<file path="src/rtl/cr_pkg.sv">
// cr_pkg: shared state encoding and BCD constants for the chronometer countdown
package cr_pkg;
  typedef enum logic [1:0] {IDLE, RUN, PAUSE, RING} state_t;
  localparam logic [7:0] BCD_00 = 8'h00;
  localparam logic [7:0] BCD_59 = 8'h59;
  localparam logic [23:0] TIME_ZERO = {BCD_00, BCD_00, BCD_00};
endpackage

</file>
<file path="src/rtl/cr_countdown_bcd_dec_2d.sv">
// bcd_dec_2d: two-digit packed BCD decrement with borrow chaining and selectable tens wrap
module bcd_dec_2d (
  input  logic [7:0] val,
  input  logic       borrow_in,
  input  logic [3:0] tens_max,
  output logic [7:0] res,
  output logic       borrow_out
);
  logic u_wrap;
  logic t_wrap;
  // units wrap 0->9 and borrow from tens; tens wrap 0->tens_max and borrow out
  always_comb begin
    u_wrap = borrow_in && val[3:0] == 4'd0;
    t_wrap = u_wrap && val[7:4] == 4'd0;
    res[3:0] = !borrow_in ? val[3:0] : u_wrap ? 4'd9 : val[3:0] - 4'd1;
    res[7:4] = !u_wrap ? val[7:4] : t_wrap ? tens_max : val[7:4] - 4'd1;
    borrow_out = t_wrap;
  end
endmodule

</file>
<file path="src/rtl/cr_countdown.sv">
// cr_countdown: BCD hh:mm:ss countdown with load validation and ring; CR_RING_TIMEOUT_EN adds ring auto-clear
module cr_countdown
  import cr_pkg::*;
#(
  parameter logic [7:0] HOUR_MAX  = 8'h23,
  parameter int         RING_SECS = 30
) (
  input  logic       clk,
  input  logic       reset,
  input  logic       tick_1hz,
  input  logic       load,
  input  logic       start,
  input  logic       stop,
  input  logic       ack,
  input  logic [7:0] dato_cr_hor,
  input  logic [7:0] dato_cr_min,
  input  logic [7:0] dato_cr_seg,
  output logic [7:0] cnt_hor,
  output logic [7:0] cnt_min,
  output logic [7:0] cnt_seg,
  output logic       running,
  output logic       ring,
  output logic       done,
  output logic       load_err
);
  state_t state, state_n;
  logic [7:0] hor_n, min_n, seg_n, dec_hor, dec_min, dec_seg;
  logic b_seg, b_min, unused_hor_borrow;
  logic valid, done_n, err_n;
`ifdef CR_RING_TIMEOUT_EN
  localparam int RW = $clog2(RING_SECS + 1);
  logic [RW-1:0] ring_cnt, ring_cnt_n;
`endif
  bcd_dec_2d u_seg (.val(cnt_seg), .borrow_in(1'b1), .tens_max(4'd5), .res(dec_seg), .borrow_out(b_seg));
  bcd_dec_2d u_min (.val(cnt_min), .borrow_in(b_seg), .tens_max(4'd5), .res(dec_min), .borrow_out(b_min));
  bcd_dec_2d u_hor (.val(cnt_hor), .borrow_in(b_min), .tens_max(4'd9), .res(dec_hor), .borrow_out(unused_hor_borrow));
  // a load is accepted only if every digit is decimal and each field is within its range
  always_comb begin
    valid = dato_cr_hor[3:0] <= 4'd9 && dato_cr_hor[7:4] <= 4'd9 &&
            dato_cr_min[3:0] <= 4'd9 && dato_cr_min[7:4] <= 4'd9 &&
            dato_cr_seg[3:0] <= 4'd9 && dato_cr_seg[7:4] <= 4'd9 &&
            dato_cr_min <= BCD_59 && dato_cr_seg <= BCD_59 && dato_cr_hor <= HOUR_MAX;
  end
  // highest-priority asserted pulse selects the action; lower pulses that cycle are dropped
  always_comb begin
    state_n = state;
    hor_n = cnt_hor;
    min_n = cnt_min;
    seg_n = cnt_seg;
    done_n = 1'b0;
    err_n = 1'b0;
`ifdef CR_RING_TIMEOUT_EN
    ring_cnt_n = ring_cnt;
`endif
    if (load) begin
      if (state != RUN) begin
        if (valid) begin
          hor_n = dato_cr_hor;
          min_n = dato_cr_min;
          seg_n = dato_cr_seg;
          state_n = state == RING ? IDLE : state;
        end else err_n = 1'b1;
      end
    end else if (ack) state_n = state == RING ? IDLE : state;
    else if (stop) state_n = state == RUN ? PAUSE : state;
    else if (start) state_n = (state == PAUSE || (state == IDLE && {cnt_hor, cnt_min, cnt_seg} != TIME_ZERO)) ? RUN : state;
    else if (tick_1hz && state == RUN) begin
      hor_n = dec_hor;
      min_n = dec_min;
      seg_n = dec_seg;
      if ({dec_hor, dec_min, dec_seg} == TIME_ZERO) begin
        done_n = 1'b1;
        state_n = RING;
      end
    end
`ifdef CR_RING_TIMEOUT_EN
    else if (tick_1hz && state == RING) begin
      ring_cnt_n = ring_cnt + 1'b1;
      if (ring_cnt == RW'(RING_SECS - 1)) state_n = IDLE;
    end
    if (state_n == RING && state != RING) ring_cnt_n = '0;
`endif
  end
  // register state, counts and all outputs
  always_ff @(posedge clk) begin
    if (reset) begin
      state <= IDLE;
      cnt_hor <= BCD_00;
      cnt_min <= BCD_00;
      cnt_seg <= BCD_00;
      running <= 1'b0;
      ring <= 1'b0;
      done <= 1'b0;
      load_err <= 1'b0;
    end else begin
      state <= state_n;
      cnt_hor <= hor_n;
      cnt_min <= min_n;
      cnt_seg <= seg_n;
      running <= state_n == RUN;
      ring <= state_n == RING;
      done <= done_n;
      load_err <= err_n;
    end
  end
`ifdef CR_RING_TIMEOUT_EN
  // ring timeout tick counter
  always_ff @(posedge clk) begin
    if (reset) ring_cnt <= '0;
    else ring_cnt <= ring_cnt_n;
  end
`endif
endmodule

</file>
<file path="config.mk">
export PLATFORM = sky130hd
export DESIGN_NAME = cr_countdown
export DESIGN_NICKNAME = d
export VERILOG_FILES = /design/src/rtl/cr_pkg.sv /design/src/rtl/cr_countdown_bcd_dec_2d.sv /design/src/rtl/cr_countdown.sv
export SDC_FILE = /design/constraint.sdc
export NUM_CORES = 1
export LEC_CHECK = 0
export BUFFER_PORTS_ARGS = -buffer_cell sky130_fd_sc_hd__buf_2
export CAP_MARGIN = 30
export CELL_PAD_IN_SITES_DETAIL_PLACEMENT = 1
export CELL_PAD_IN_SITES_GLOBAL_PLACEMENT = 1
export CORE_MARGIN = 2
export CORE_UTILIZATION = 38
export DETAILED_ROUTE_END_ITERATION = 12
export PLACE_DENSITY = 0.83
export SLEW_MARGIN = 10
export SYNTH_ARGS = -nofsm -noshare
export SYNTH_HDL_FRONTEND = slang
export SYNTH_SLANG_ARGS = --single-unit
export TNS_END_PERCENT = 5
</file>
<file path="constraint.sdc">
create_clock -name clk -period 3.3 [get_ports clk]
set_input_delay 0.66 -clock clk [delete_from_list [all_inputs] [get_ports clk]]
set_output_delay 0.66 -clock clk [all_outputs]
set_load 0.005 [all_outputs]
</file>
* Word level (Yosys, flattened, before mapping) *
Cells that the tools add are included.

word-level totals
  output and inout bits = 28
  register bits = 30
  logic and storage cells = 111

operators by class
  reduce and logical (&&, ||, !) cells = 29
  bitwise logic cells = 3
  $lt $le $gt $ge = 9
  eq/ne operators = 11
  add/sub/neg operators = 6
  multiplexer cells = 45

operators by type and width
  cell                   number
  $mux W8                21
  $mux W4                11
  $le A4 B4 Y1 const B   6
  $logic_not A24 Y1      1
  $logic_not A4 Y1       6
  $reduce_bool A24 Y1    1
  $sub A4 B1 Y4 const B  6
  $mux W2                11
  $le A8 B7 Y1 const B   2
  $logic_and A1 B1 Y1    15
  $le A8 B6 Y1 const B   1
  $eq A2 B2 Y1 const B   3
  $ne A2 B1 Y1 const B   3
  $ne A2 B2 Y1 const B   3
  $reduce_and A6 Y1      1
  $reduce_or A6 Y1       1
  $eq A2 B1 Y1 const B   2
  $not A1 Y1             3
  $reduce_or A3 Y1       1
  $logic_not A2 Y1       1
  $mux W1                2
  $reduce_bool A2 Y1     1
  $logic_or A1 B1 Y1     1

* Longest topological paths before layout *
Gate-level depths: netlist of run 1.

  depth after elaboration = 16
  mapped depth = 10
  gate-level depth less buffers = 9

* Cells and area by module *
From an unflattened synthesis of run 1, not the netlist that was laid out.

second synthesis, totals
  cell total of the unflattened synthesis = 296
  area, all modules = 2,407.3 um^2

modules (own cells, without submodules)
  module        instances  area each (um^2)  cells each  sequential area each (um^2)
  cr_countdown  1          1,607.8           179         600.6
  bcd_dec_2d    3          266.5             39          0.0

* Least setup slack after synthesis of run 1 *
No wires, ideal clock.

  path type = reg2reg
  start point = register cnt_seg[4]
  end point = register running
  cell stages (with the launch flop) = 9
  library setup time = 122 ps
  data required time = 3,178 ps
  arrival time = 2,400 ps
  path slack = 778 ps
  cells stage by stage = dfxtp_1 > inv_1 > ha_1 > nor3b_4 > nand4_2 > a2111oi_2 > nor2_1 > or4b_4 > o311a_1

on the way
  cells in the longest elaborated chain, start to end = 16

RTL lines
  element                   line                           source
  start: declaration        cr_countdown.sv:20             output logic [7:0] cnt_seg,
  start signal: assignment  cr_countdown.sv:99             cnt_seg <= seg_n;
  $logic_not A4 Y1          cr_countdown_bcd_dec_2d.sv:14  t_wrap = u_wrap && val[7:4] == 4'd0;
  $logic_and A1 B1 Y1       cr_countdown_bcd_dec_2d.sv:14
  $logic_and A1 B1 Y1       cr_countdown_bcd_dec_2d.sv:13  u_wrap = borrow_in && val[3:0] == 4'd0;
  $logic_and A1 B1 Y1       cr_countdown_bcd_dec_2d.sv:14
  $logic_and A1 B1 Y1       cr_countdown_bcd_dec_2d.sv:13
  $logic_and A1 B1 Y1       cr_countdown_bcd_dec_2d.sv:14
  $mux W4 (2 in a row)      cr_countdown_bcd_dec_2d.sv:16  res[7:4] = !u_wrap ? val[7:4] : t_wrap ? tens_max : val[7:4] - 4'd1;
  $logic_not A24 Y1         cr_countdown.sv:71             if ({dec_hor, dec_min, dec_seg} == TIME_ZERO) begin
  $mux W2                   cr_countdown.sv:71
  $mux W2                   cr_countdown.sv:67             else if (tick_1hz && state == RUN) begin
  $mux W2 (*)               cr_countdown.sv:66             else if (start) state_n = (state == PAUSE || (state == IDLE && {cnt_hor, cnt_min, cnt_seg} != TIME_ZERO)) ? RU ...
  $mux W2 (*)               cr_countdown.sv:65             else if (stop) state_n = state == RUN ? PAUSE : state;
  $mux W2 (*)               cr_countdown.sv:64             end else if (ack) state_n = state == RING ? IDLE : state;
  $mux W2 (*)               cr_countdown.sv:55             if (load) begin
  $eq A2 B1 Y1 (*)          cr_countdown.sv:100            running <= state_n == RUN;
  end signal: assignment    cr_countdown.sv:91             running <= 1'b0;
  end signal: assignment    cr_countdown.sv:100
  end: declaration          cr_countdown.sv:21             output logic running,

Mark *: on every way between the ends. The rest lies on a longest branch, timed or not.
A chain may end at the register's enable or synchronous reset.

* Worst setup path in the final report of run 1 *
  start point = register cnt_min[5]
  end point = register ring

on the way
  cells in the longest elaborated chain, start to end = 14

RTL lines
  element                                                line                 source
  start: declaration                                     cr_countdown.sv:19   output logic [7:0] cnt_min,
  start signal: assignment                               cr_countdown.sv:98   cnt_min <= min_n;
  branches (longest 9 deep; another with $sub A4 B1 Y4)  --
  $mux W2 (*)                                            cr_countdown.sv:66
  $mux W2 (*)                                            cr_countdown.sv:65
  $mux W2 (*)                                            cr_countdown.sv:64
  $mux W2 (*)                                            cr_countdown.sv:55
  $eq A2 B2 Y1 (*)                                       cr_countdown.sv:101  ring <= state_n == RING;
  end signal: assignment                                 cr_countdown.sv:92   ring <= 1'b0;
  end signal: assignment                                 cr_countdown.sv:101
  end: declaration                                       cr_countdown.sv:22   output logic ring,

Every way passes the cells marked *.

==> metrics.yaml, run 1 <==
setup_path:
  r2r_start: "cnt_min[5]$_SDFFE_PP0P_"
  end_kind: "register"
  worst_setup_path_start_kind: "register"
  cp.buffers_inverters: 1
  critPathSlowestCell: "or4b_4"
  cpPeakStageDelay_ns: 0.57
  worstSetupPathType: "reg -> reg"
  crit_path_cell_trace: "inv_1, ha_1, nor3b_1, nand4_2, a2111oi_2, nor2_1, or4b_4, o32ai_1"
  required_ns: 3.48
  path_max_fanout: 7
  reg2reg_setup_slack_ns: 0.38
  worstSetupStartpoint: "cnt_min[5]$_SDFFE_PP0P_"
  crit_arrival_ns: 3.10
  cpLargestDelayFamily: "simple AND/OR/NAND/NOR gates"
timing:
  worstMarginPinSlew_ns: 0.7043
  finalCritPeriodShare_pct: 88.56
  hold_violations: 0
  maxSlewViolCount: 0
  fin_crit_ns: 2.922
  setup_viol: 0
  maxSlewHeadroom_pct: 53.05
  rsz0062_at_grt: "no"
  clock_skew_ns: 0.003346
  fmax_ghz: 0.3422
  fin_setup_tns_ns: 0
logic_synthesis:
  synth.net_count: 339
  yosysUniqueCellTypes: 59
  ys_seq_area_share_pct: 26.79
  netlist_instances: 301
  synth-seq-cells: 30
  synth_edf_count: 0
  yosysWarnings: 0
  avgSynthCellArea_um2: 7.449
  async_reset_ff_share_pct: 0
  ys.flop_type: "dfxtp_1"
  syn-cell-area_um2: 2242
grt:
  grt.overflow.total: 0
  grt_first_pass_wirelength_um: 12070
  antenna_found_initial: 0
  grt_max_degree: 31
  grt_usage_pct: 23.75
  grt_pass1_vias: 2361
cts:
  cts_resized: 0
  numClockSinks: 30
  cts_buffers: 5
  h-tree-depth: 2
  clockRootBuffer: "clkbuf_8"
  clk_latency_ns: 0.29
  clk_path_buf_depth: 2
  cts_tree: "yes"
  clkTransAtPathRegs_ns: 0.07
  holdBufCountCts: 0
  post-cts-setup-buffers: 0
die:
  fp-row-count: 27
  die_y_um: 80.82
  io_pins: 59
  fp.dieArea_um2: 6531
  dieWidth_um: 80.82
  initial_core_util_pct: 39.98
  core-area_um2: 5608
placed_design:
  hpwl_um: 5472
  dp.cells: 416
  io_buffer_count: 58
  gp_congestion: 0.8376
route:
  drc: 0
  dr_total_vias: 2523
  postRouteAntennaNets: 0
  drt_pass1_iterations: 4
  dr_wl_met2_um: 3637
  wl_met3_um: 289
  drt-total-wl_um: 7474
  drtIter0Drc: 129
  topRoutingLayerUsed: "met4"
  routedWlPerCell_um: 17.71
  m1WireLength_um: 3484
  via_per_inst: 5.979
finish:
  n_antenna_cell: 0
  final_cell_mix: "58 x buf_2, 35 x nand2_1, 30 x dfxtp_1, 25 x nor2_1, 24 x o21ai_0"
  drive_gt1_share_pct: 24.00
  final_common_cell: "buf_2"
  finalNonFillerCells: 422
  nNetsFinal: 389
  area_growth_pct: 17.69
outcome:
  status: "complete, no violations"
run:
  maxCapViolations: 0
pwr:
  power_mw: 0.7560
  ir_worst_vdd_mv: 0.1452
  p_leak_nw: 1.064
  power_density_nw_per_um2: 286.5
hold_path:
  holdCritStartpoint: "cnt_seg[5]$_SDFFE_PP0P_"
  hold_class: "reg -> reg"
## layout make-up
cell class	count	area (µm²)
sequential	30	600.6
inverter	20	75.07
multi-input combinational	233	1478
tap	72	90.09
timing repair buffer	61	312.8
clock buffer	6	82.58
fill	756	2969
## worst paths after layout
path,end,depth (start not counted)
setup / recovery,ring$_SDFF_PP0_,8
hold / removal,cnt_seg[5]$_SDFFE_PP0P_,2
setup reg to reg,ring$_SDFF_PP0_,8
hold reg to reg,cnt_seg[5]$_SDFFE_PP0P_,2
## metal layers
layer	vias up	global-route usage, %
li1	1224	-
met1	1238	32.08
met2	54	40.25
met3	7	4.111
met4	0	4.068
met5	-	0
## worst register-to-register path: cells and delay by family (launching register included)
kind            cells  cell delay (ns)
flops               1             0.38
fa+ha+maj           1             0.19
compound gates      2             0.67
buf+inv             1             0.12
simple gates        4             1.46
## kinds of logic after synthesis
group | Yosys count | synth area share (%)
and+or+nand+nor | 126 | 31.42
buffers and inverters | 38 | 7.477
adders and majority gates | 7 | 3.906
DFF | 30 | 26.79
AOI/OAI and AO/OA | 97 | 29.08
muxes | 3 | 1.339
## registers in the layout, indices dropped and copies added, names as in the netlist
register,cells
ring,1
cnt_seg,8
cnt_min,8
cnt_hor,8
load_err,1
state,2
running,1
done,1
## through the flow
stage | hold slack (ns) | cell area (µm²) | setup WS (ns) | util, %
2_1_floorplan | 0.4695 | 2242 | 0.7785 | -
3_3_place_gp | 0.4720 | 2556 | 0.4841 | 45.58
3_5_place_dp | 0.4734 | 2556 | 0.4064 | 45.58
4_1_cts | 0.4826 | 2639 | 0.3767 | 47.05
5_1_grt | 0.5180 | 2639 | 0.1636 | 47.05
6_report | 0.4844 | 2639 | 0.3776 | 47.05
## synth_stat cells (all sizes together), types with 5 or more instances
| cell | number | area, µm² |
|---|---|---|
| a211oi | 5 | 37.54 |
| o21ai | 26 | 130.1 |
| nand2 | 35 | 131.4 |
| or3 | 5 | 31.28 |
| nand3 | 12 | 60.06 |
| nor3 | 7 | 35.03 |
| nand4 | 11 | 75.07 |
| ha | 7 | 87.58 |
| nor4 | 6 | 67.56 |
| buf | 6 | 47.54 |
| nor2 | 26 | 105.1 |
| o211ai | 11 | 82.58 |
| a21oi | 22 | 110.1 |
| dfxtp | 30 | 600.6 |
| clkbuf | 12 | 45.04 |
| inv | 20 | 75.07 |
## report_power, final
part	leakage [nW]	internal, mW	switching, mW
registers	0.242	0.364	0.00168
clock network	0.0431	0.161	0.146
logic	0.779	0.0315	0.0524
total	1.06	0.556	0.200
(Power assumes the default switching activity.)
==> inputs of run 2 (changes only) <==
ABC_AREA = 1   (was default)
CORE_UTILIZATION = 36   (was 38)
SLEW_MARGIN = 20   (was 10)
==> run 2 against run 1 <==
- global-route usage decreased by 0.77 points
- synthesized cell count rose by 20%
- total power increased by 17%
- wire length grew 0.47%
- fmax rose by 20%
- sequential share of layout area shrank 0.17 points
- area after synthesis decreased by 0.56%
- sequential power rose by 3%
- critical path depth is 9 higher
- clock power rose by 3%
- critical endpoint is now running$_SDFF_PP0_
- largest power group unchanged
==> metrics.yaml, run 2 <==
die:
  initial_core_util_pct: 37.44  # was 39.98%
  core-area_um2: 5956  # was 5608 µm²
  fp.dieArea_um2: 6839  # was 6531 µm²
  dieWidth_um: 82.70  # was 80.82 µm
  die_y_um: 82.70  # was 80.82 µm
  io_pins: 59  # unchanged
  fp-row-count: 28  # was 27
setup_path:
  path_max_fanout: 12  # was 7
  cpPeakStageDelay_ns: 0.35  # was 0.57 ns
  r2r-end: "running$_SDFF_PP0_"  # was ring$_SDFF_PP0_
  critPathCapture: "running$_SDFF_PP0_"  # was ring$_SDFF_PP0_
  reg2reg_setup_slack_ns: 0.86  # was 0.38 ns
  critPathSlowestCell: "dfxtp_1"  # was or4b_4
  required_ns: 3.49  # was 3.48 ns
  crit_path_cell_trace: "inv_1, ha_1, nand3_4, nor2_8, nand3_4, o21ai_1, nand2_1, nor2_1, nand2_1, nor2_1, nand3_1, nand2_1, nand2_1, nand2_1, nand2_2, nand2_1, nor2_1"  # was inv_1, ha_1, nor3b_1, nand4_2, a2111oi_2, nor2_1, or4b_4, o32ai_1
  reg2regPathDepth: 17  # was 8
  cp.buffers_inverters: 1  # unchanged
  cpLargestDelayFamily: "simple AND/OR/NAND/NOR gates"  # unchanged
  worstSetupStartpoint: "cnt_seg[4]$_SDFFE_PP0P_"  # was cnt_min[5]$_SDFFE_PP0P_
  cp_common_cell: "nand2_1"
  end_kind: "register"  # unchanged
  worst_setup_path_start_kind: "register"  # unchanged
  r2r_start: "cnt_seg[4]$_SDFFE_PP0P_"  # was cnt_min[5]$_SDFFE_PP0P_
  worstSetupPathType: "reg -> reg"  # unchanged
  path_depth: 17  # was 8
  crit_arrival_ns: 2.63  # was 3.10 ns
logic_synthesis:
  async_reset_ff_share_pct: 0  # unchanged
  synthTopCellsByArea: "dfxtp_1 27%, nand2_1 18%, o21ai_0 8.5%"  # was dfxtp_1 27%, nand2_1 5.9%, o21ai_0 5.6%
  ys_seq_area_share_pct: 26.94  # was 26.79%
  synthTopCellsByCount: "106 x nand2_1, 38 x nor2_1, 38 x o21ai_0, 32 x inv_1"  # was 35 x nand2_1, 30 x dfxtp_1, 25 x nor2_1, 25 x o21ai_0, 22 x a21oi_1
  yosysTopAreaCell: "dfxtp_1"  # unchanged
  avgSynthCellArea_um2: 6.193  # was 7.449 µm²
  yosysWarnings: 0  # unchanged
  yosysTopAreaCellShare_pct: 26.94  # was 26.79%
  ys.flop_type: "dfxtp_1"  # unchanged
  synth.net_count: 398  # was 339
  synth.most_common_cell: "nand2_1"  # unchanged
  netlist_instances: 360  # was 301
  yosysUniqueCellTypes: 41  # was 59
  synth_edf_count: 0  # unchanged
  synth-seq-cells: 30  # unchanged
  syn-cell-area_um2: 2230  # was 2242 µm²
timing:
  maxSlewHeadroom_pct: 61.18  # was 53.05%
  fmax_ghz: 0.4099  # was 0.3422 GHz
  hold_violations: 0  # unchanged
  clock_skew_ns: 0.004189  # was 0.003346 ns
  setup_viol: 0  # unchanged
  rsz0062_at_grt: "no"  # unchanged
  maxSlewViolCount: 0  # unchanged
  finalCritPeriodShare_pct: 73.92  # was 88.56%
  worstMarginPinSlew_ns: 0.5823  # was 0.7043 ns
  fin_setup_tns_ns: 0  # unchanged
  fin_crit_ns: 2.440  # was 2.922 ns
placed_design:
  place_area_um2: 2567  # was 2556 µm²
  io_buffer_count: 58  # unchanged
  gp_congestion: 0.7962  # was 0.8376
  hpwl_um: 5750  # was 5472 µm
route:
  wl_met3_um: 315  # was 289 µm
  dr_total_vias: 2619  # was 2,523
  drt-total-wl_um: 7509  # was 7474 µm
  topRoutingLayerUsed: "met4"  # unchanged
  routedWlPerCell_um: 15.29  # was 17.71 µm
  drc: 0  # unchanged
  m1WireLength_um: 3349  # was 3484 µm
  via_per_inst: 5.334  # was 5.979
  postRouteAntennaNets: 0  # unchanged
  dr_wl_met2_um: 3680  # was 3637 µm
  drt_pass1_iterations: 5  # was 4
  drtIter0Drc: 117  # was 129
grt:
  grt_first_pass_wirelength_um: 12010  # was 12,070 µm
  grt_usage_pct: 22.98  # was 23.75%
  grt.overflow.total: 0  # unchanged
  grt_max_degree: 40  # was 31
  grt_pass1_vias: 2587  # was 2,361
  antenna_found_initial: 0  # unchanged
hold_path:
  hold_class: "reg -> reg"  # unchanged
  min_path_cells: 2  # unchanged
finish:
  drive_gt1_share_pct: 20.43  # was 24.00%
  final_common_cell: "nand2_1"  # was buf_2
  n_antenna_cell: 0  # unchanged
  fin_area_um2: 2659  # was 2639 µm²
  nNetsFinal: 453  # was 389
  area_growth_pct: 19.25  # was 17.69%
  post-route-util_pct: 44.64  # was 47.05%
  top_regs: "cnt_hor x8, cnt_min x8, cnt_seg x8"  # unchanged
  final_cell_mix: "106 x nand2_1, 58 x buf_2, 38 x o21ai_0, 38 x nor2_1, 32 x inv_1"  # was 58 x buf_2, 35 x nand2_1, 30 x dfxtp_1, 25 x nor2_1, 24 x o21ai_0
cts:
  numClockSinks: 30  # unchanged
  cts_resized: 0  # unchanged
  clockRootBuffer: "clkbuf_8"  # unchanged
  clk_path_buf_depth: 2  # unchanged
  post-cts-setup-buffers: 0  # unchanged
  cts_buffers: 5  # unchanged
  clk_latency_ns: 0.29  # about the same
  clkTransAtPathRegs_ns: 0.07  # about the same
  h-tree-depth: 2  # unchanged
  cts_tree: "yes"  # unchanged
  holdBufCountCts: 0  # unchanged
outcome:
  status: "complete, no violations"  # unchanged
pwr:
  power_mw: 0.8835  # was 0.7560 mW
  power_density_nw_per_um2: 332.3  # was 286.5 nW/µm²
  ir_worst_vdd_mv: 0.1823  # was 0.1452 mV
  p_leak_nw: 1.279  # was 1.064 nW
run:
  maxCapViolations: 0  # unchanged
==> run 2: cell types whose count changed in the layout (fill, tap and decap cells not counted), moves of 9 or more <==
cell,previous run,this run
nand4_1,10,1
nand2_1,35,106
o21ai_0,24,38
nor2_1,25,38
o211ai_1,11,1
inv_1,19,32
==> run 2: report_power, final <==
| group | switching, mW | internal (mW) | leakage, nW | total (mW) |
|---|---|---|---|---|
| combinational | 0.127 | 0.0655 | 0.988 | 0.192 |
| sequential | 0.00636 | 0.368 | 0.242 | 0.375 |
| clock | 0.149 | 0.168 | 0.0482 | 0.317 |
==> run 2: worst min path at each step <==
stage	from	endpoint	slack, ns
detailed placement	cnt_hor[7]$_SDFFE_PP0P_	cnt_hor[7]$_SDFFE_PP0P_	0.53
CTS	cnt_hor[7]$_SDFFE_PP0P_	cnt_hor[7]$_SDFFE_PP0P_	0.54
global placement	cnt_hor[7]$_SDFFE_PP0P_	cnt_hor[7]$_SDFFE_PP0P_	0.54
global route	cnt_hor[7]$_SDFFE_PP0P_	cnt_hor[7]$_SDFFE_PP0P_	0.57
finish	cnt_hor[7]$_SDFFE_PP0P_	cnt_hor[7]$_SDFFE_PP0P_	0.54
floorplan	cnt_hor[7]$_SDFFE_PP0P_	cnt_hor[7]$_SDFFE_PP0P_	0.49
==> run 2: layout make-up <==
type	instances	area, µm²
Inverter	37	140.1
Sequential cell	30	600.6
Clock buffer	7	86.33
Fill cell	837	3297
Multi-Input combinational cell	281	1428
Clock inverter	1	5.005
Tap cell	75	93.84
Timing Repair Buffer	60	305.3
==> run 2: kinds of logic (layout without fill, tap and decap cells) <==
| group | count (synthesis) | in the layout | share of synthesized area [%] |
|---|---|---|---|
| simple gates | 185 | 185 | 38.22 |
| fa+ha+maj | 7 | 7 | 3.928 |
| xor+xnor | 2 | 2 | 0.7858 |
| buf+inv | 49 | 105 | 9.034 |
| compound gates | 87 | 87 | 21.10 |
| flops | 30 | 30 | 26.94 |
==> run 2: worst reg2reg max path, delay by kind of cell, from the launching register on <==
| kind | cells | cell delay [ns] |
|---|---|---|
| flip-flops | 1 | 0.35 |
| AND/OR/NAND/NOR | 14 | 1.50 |
| buffers and inverters | 1 | 0.11 |
| adder cells (fa/ha/maj) | 1 | 0.22 |
| AO/OA/AOI/OAI | 1 | 0.14 |
==> run 2: metrics by stage <==
step	hold slack, ns	worst slack (ns)	std cells
6_report	0.5407	0.8605	491
5_1_grt	0.5678	0.5898	491
4_1_cts	0.5418	0.8428	491
3_5_place_dp	0.5311	0.7294	483
3_3_place_gp	0.5355	0.8372	483
2_1_floorplan	0.4943	1.202	360
==> run 2: metal layers <==
metal  GRT usage (%)  vias to the layer above
li1                -                     1299
met1           28.01                     1240
met2           41.29                       62
met3           3.261                       18
met4           7.541                        0
met5               0                        -
==> inputs of run 3 (changes only) <==
clock period = 2.35 ns   (was 3.3 ns; I/O delays follow)
==> run 3 against run 2 <==
- sequential share of layout area is 1.3 points lower
- wire length is 4.2% higher
- die area stayed put
- total power is 53% higher
- largest cell class unchanged
- utilization is 3.0 points higher
- clock-buffer cell count is 2 lower
- worst setup slack worse by 0.68 ns
- fmax is 12% higher
- highest routed layer unchanged
- register-to-register slack worse by 0.68 ns
- non-clock buffer count is 12 higher
- clock skew is 0.0021 ns higher
- cell area is 6.7% higher
==> metrics.yaml, run 3 (synthesis results as in run 2) <==
die:
  fp-row-count: 28  # unchanged
  initial_core_util_pct: 37.44  # unchanged
  fp.dieArea_um2: 6839  # unchanged
  dieWidth_um: 82.70  # unchanged
  die_y_um: 82.70  # unchanged
  core-area_um2: 5956  # unchanged
  io_pins: 59  # unchanged
setup_path:
  worstSetupPathType: "reg -> reg"  # unchanged
  reg2reg_setup_slack_ns: 0.18  # was 0.86 ns
  worstSetupStartpoint: "cnt_seg[2]$_SDFFE_PP0P_"  # was cnt_seg[4]$_SDFFE_PP0P_
  path_max_fanout: 7  # was 12
  crit_arrival_ns: 2.35  # was 2.63 ns
  required_ns: 2.53  # was 3.49 ns
  r2r_start: "cnt_seg[2]$_SDFFE_PP0P_"  # was cnt_seg[4]$_SDFFE_PP0P_
  worst_setup_path_start_kind: "register"  # unchanged
  end_kind: "register"  # unchanged
timing:
  timing.hold.ws_ns: 0.4630  # was 0.5407 ns
  fmax_ghz: 0.4610  # was 0.4099 GHz
  hold_violations: 0  # unchanged
  setup_viol: 0  # unchanged
  maxSlewHeadroom_pct: 59.41  # was 61.18%
  finalCritPeriodShare_pct: 92.31  # was 73.92%
  worstMarginPinSlew_ns: 0.6081  # was 0.5823 ns
  maxSlewViolCount: 0  # unchanged
  clock_skew_ns: 0.006264  # was 0.004189 ns
  fin_crit_ns: 2.169  # was 2.440 ns
route:
  dr_total_vias: 2692  # was 2,619
  drtIter0Drc: 138  # was 117
  postRouteAntennaNets: 0  # unchanged
  drc: 0  # unchanged
  via_per_inst: 5.341  # was 5.334
  drt_pass1_iterations: 5  # unchanged
  routedWlPerCell_um: 15.53  # was 15.29 µm
  drt-total-wl_um: 7828  # was 7509 µm
pwr:
  seqPwrFrac_pct: 38.9  # was 42.4%
  p_leak_nw: 1.362  # was 1.279 nW
  swShare_pct: 30.73  # was 31.89%
  clkPwrFrac_pct: 39.3  # was 35.9%
  p_int_mw: 0.9354  # was 0.6017 mW
  power_density_nw_per_um2: 475.9  # was 332.3 nW/µm²
  power_mw: 1.350  # was 0.8835 mW
  pwr-share-comb_pct: 21.8  # was 21.7%
  p_sw_mw: 0.4150  # was 0.2818 mW
  ir_worst_vdd_mv: 0.2196  # was 0.1823 mV
grt:
  grt_pass1_vias: 2691  # was 2,587
  grt.overflow.total: 0  # unchanged
  antenna_found_initial: 0  # unchanged
  grt_usage_pct: 23.49  # was 22.98%
  grt_first_pass_wirelength_um: 12370  # was 12,010 µm
  grt_max_degree: 23  # was 40
hold_path:
  hold_class: "in -> reg"  # was reg -> reg
  holdCritStartpoint: "dato_cr_min[1]"  # was cnt_hor[7]$_SDFFE_PP0P_
cts:
  cts_tree: "yes"  # unchanged
  numClockSinks: 30  # unchanged
  clkTransAtPathRegs_ns: 0.07  # about the same
  h-tree-depth: 2  # unchanged
  clockRootBuffer: "clkbuf_8"  # unchanged
  holdBufCountCts: 0  # unchanged
  clk_latency_ns: 0.29  # about the same
  cts_buffers: 5  # unchanged
  clk_path_buf_depth: 2  # unchanged
placed_design:
  gp_congestion: 0.8624  # was 0.7962
  hpwl_um: 5825  # was 5750 µm
  io_buffer_count: 58  # unchanged
  dp.cells: 492  # was 483
finish:
  top_regs: "cnt_hor x8, cnt_min x8, cnt_seg x8"  # unchanged
  finalNonFillerCells: 504  # was 491
  post-route-util_pct: 47.65  # was 44.64%
  nNetsFinal: 466  # was 453
  final_common_cell: "nand2_1"  # unchanged
  drive_gt1_share_pct: 26.57  # was 20.43%
  final_cell_mix: "102 x nand2_1, 58 x buf_2, 36 x o21ai_0, 36 x nor2_1, 30 x a21oi_1"  # was 106 x nand2_1, 58 x buf_2, 38 x o21ai_0, 38 x nor2_1, 32 x inv_1
  area_growth_pct: 27.27  # was 19.25%
  n_antenna_cell: 0  # unchanged
outcome:
  status: "complete, no violations"  # unchanged
run:
  maxCapViolations: 0  # unchanged
## run 3: cell types whose count changed in the layout (fill, tap and decap cells not counted), moves of 3 or more
cell	change
nand2_2	+4
nand2_1	-4
buf_4	+12
inv_1	-3
## run 3: what timing repair did
| item | 4_1_cts | 5_1_grt |
|---|---|---|
| gates resized for setup | 0 | 22 |
| endpoints found under the hold margin | 0 | 0 |
| setup buffers | 0 | 3 |
| endpoints found under the setup margin | 0 | 5 |
## run 3: critical path: stages, from the launching register on
cell and delay [ns]:
dfxtp_1 0.38, nor2_4 0.18, nand2_4 0.14, nor2_8 0.21
buf_4 0.15, nand3_1 0.08, nand2_2 0.10, nand2_1 0.05
nor2_1 0.10, nand3_1 0.11, nor2_2 0.11, nand3_1 0.09
nand2_1 0.07, nand2_1 0.05, nand2_1 0.07, nand2_2 0.06
nand2_1 0.06, nor2_1 0.04
## run 3: worst paths after layout
| check | endpoint | depth (start not counted) |
|---|---|---|
| worst max-delay path | running$_SDFF_PP0_ | 17 |
| worst min-delay path | cnt_min[1]$_SDFFE_PP0P_ | 3 |
| worst max register to register | running$_SDFF_PP0_ | 17 |
| worst min register to register | cnt_hor[7]$_SDFFE_PP0P_ | 2 |
## run 3: final cells by class
class                           count  area, µm²
Clock buffer                        5      68.82
Clock inverter                      3      40.04
Fill cell                         840       3118
Inverter                           37      145.1
Multi-Input combinational cell    282       1491
Sequential cell                    30      603.1
Tap cell                           75      93.84
Timing Repair Buffer               72      395.4
## run 3: per-stage QoR
stage / setup slack, ns / area, µm² / TNS, ns
6_report: 0.1807 / 2838 / 0
5_1_grt: -0.03887 / 2838 / -0.07920
4_1_cts: 0.01117 / 2744 / 0
3_5_place_dp: 0.03297 / 2635 / 0
3_3_place_gp: 0.1152 / 2635 / 0
2_1_floorplan: 0.3709 / 2230 / 0
## run 3: metal layers
layer  wire length, µm  share of wire (%)  vias to the layer above  track usage, %
li1                  -                  -                     1327               -
met1              3431                 44                     1295           28.89
met2              3988                 51                       63           41.85
met3               340                4.3                        7           4.239
met4                68               0.87                        0           6.393
met5                 0                  0                        -               0
## run 3: power groups by stage
stage | Clock, mW | Combinational [mW] | Sequential [mW]
after global routing | 0.558 | 0.329 | 0.527
final | 0.530 | 0.295 | 0.526
after detailed placement | 0 | 0.268 | 0.537
after global placement | 0 | 0.261 | 0.536
after floorplan | 0 | 0.176 | 0.536
after CTS | 0.534 | 0.273 | 0.525
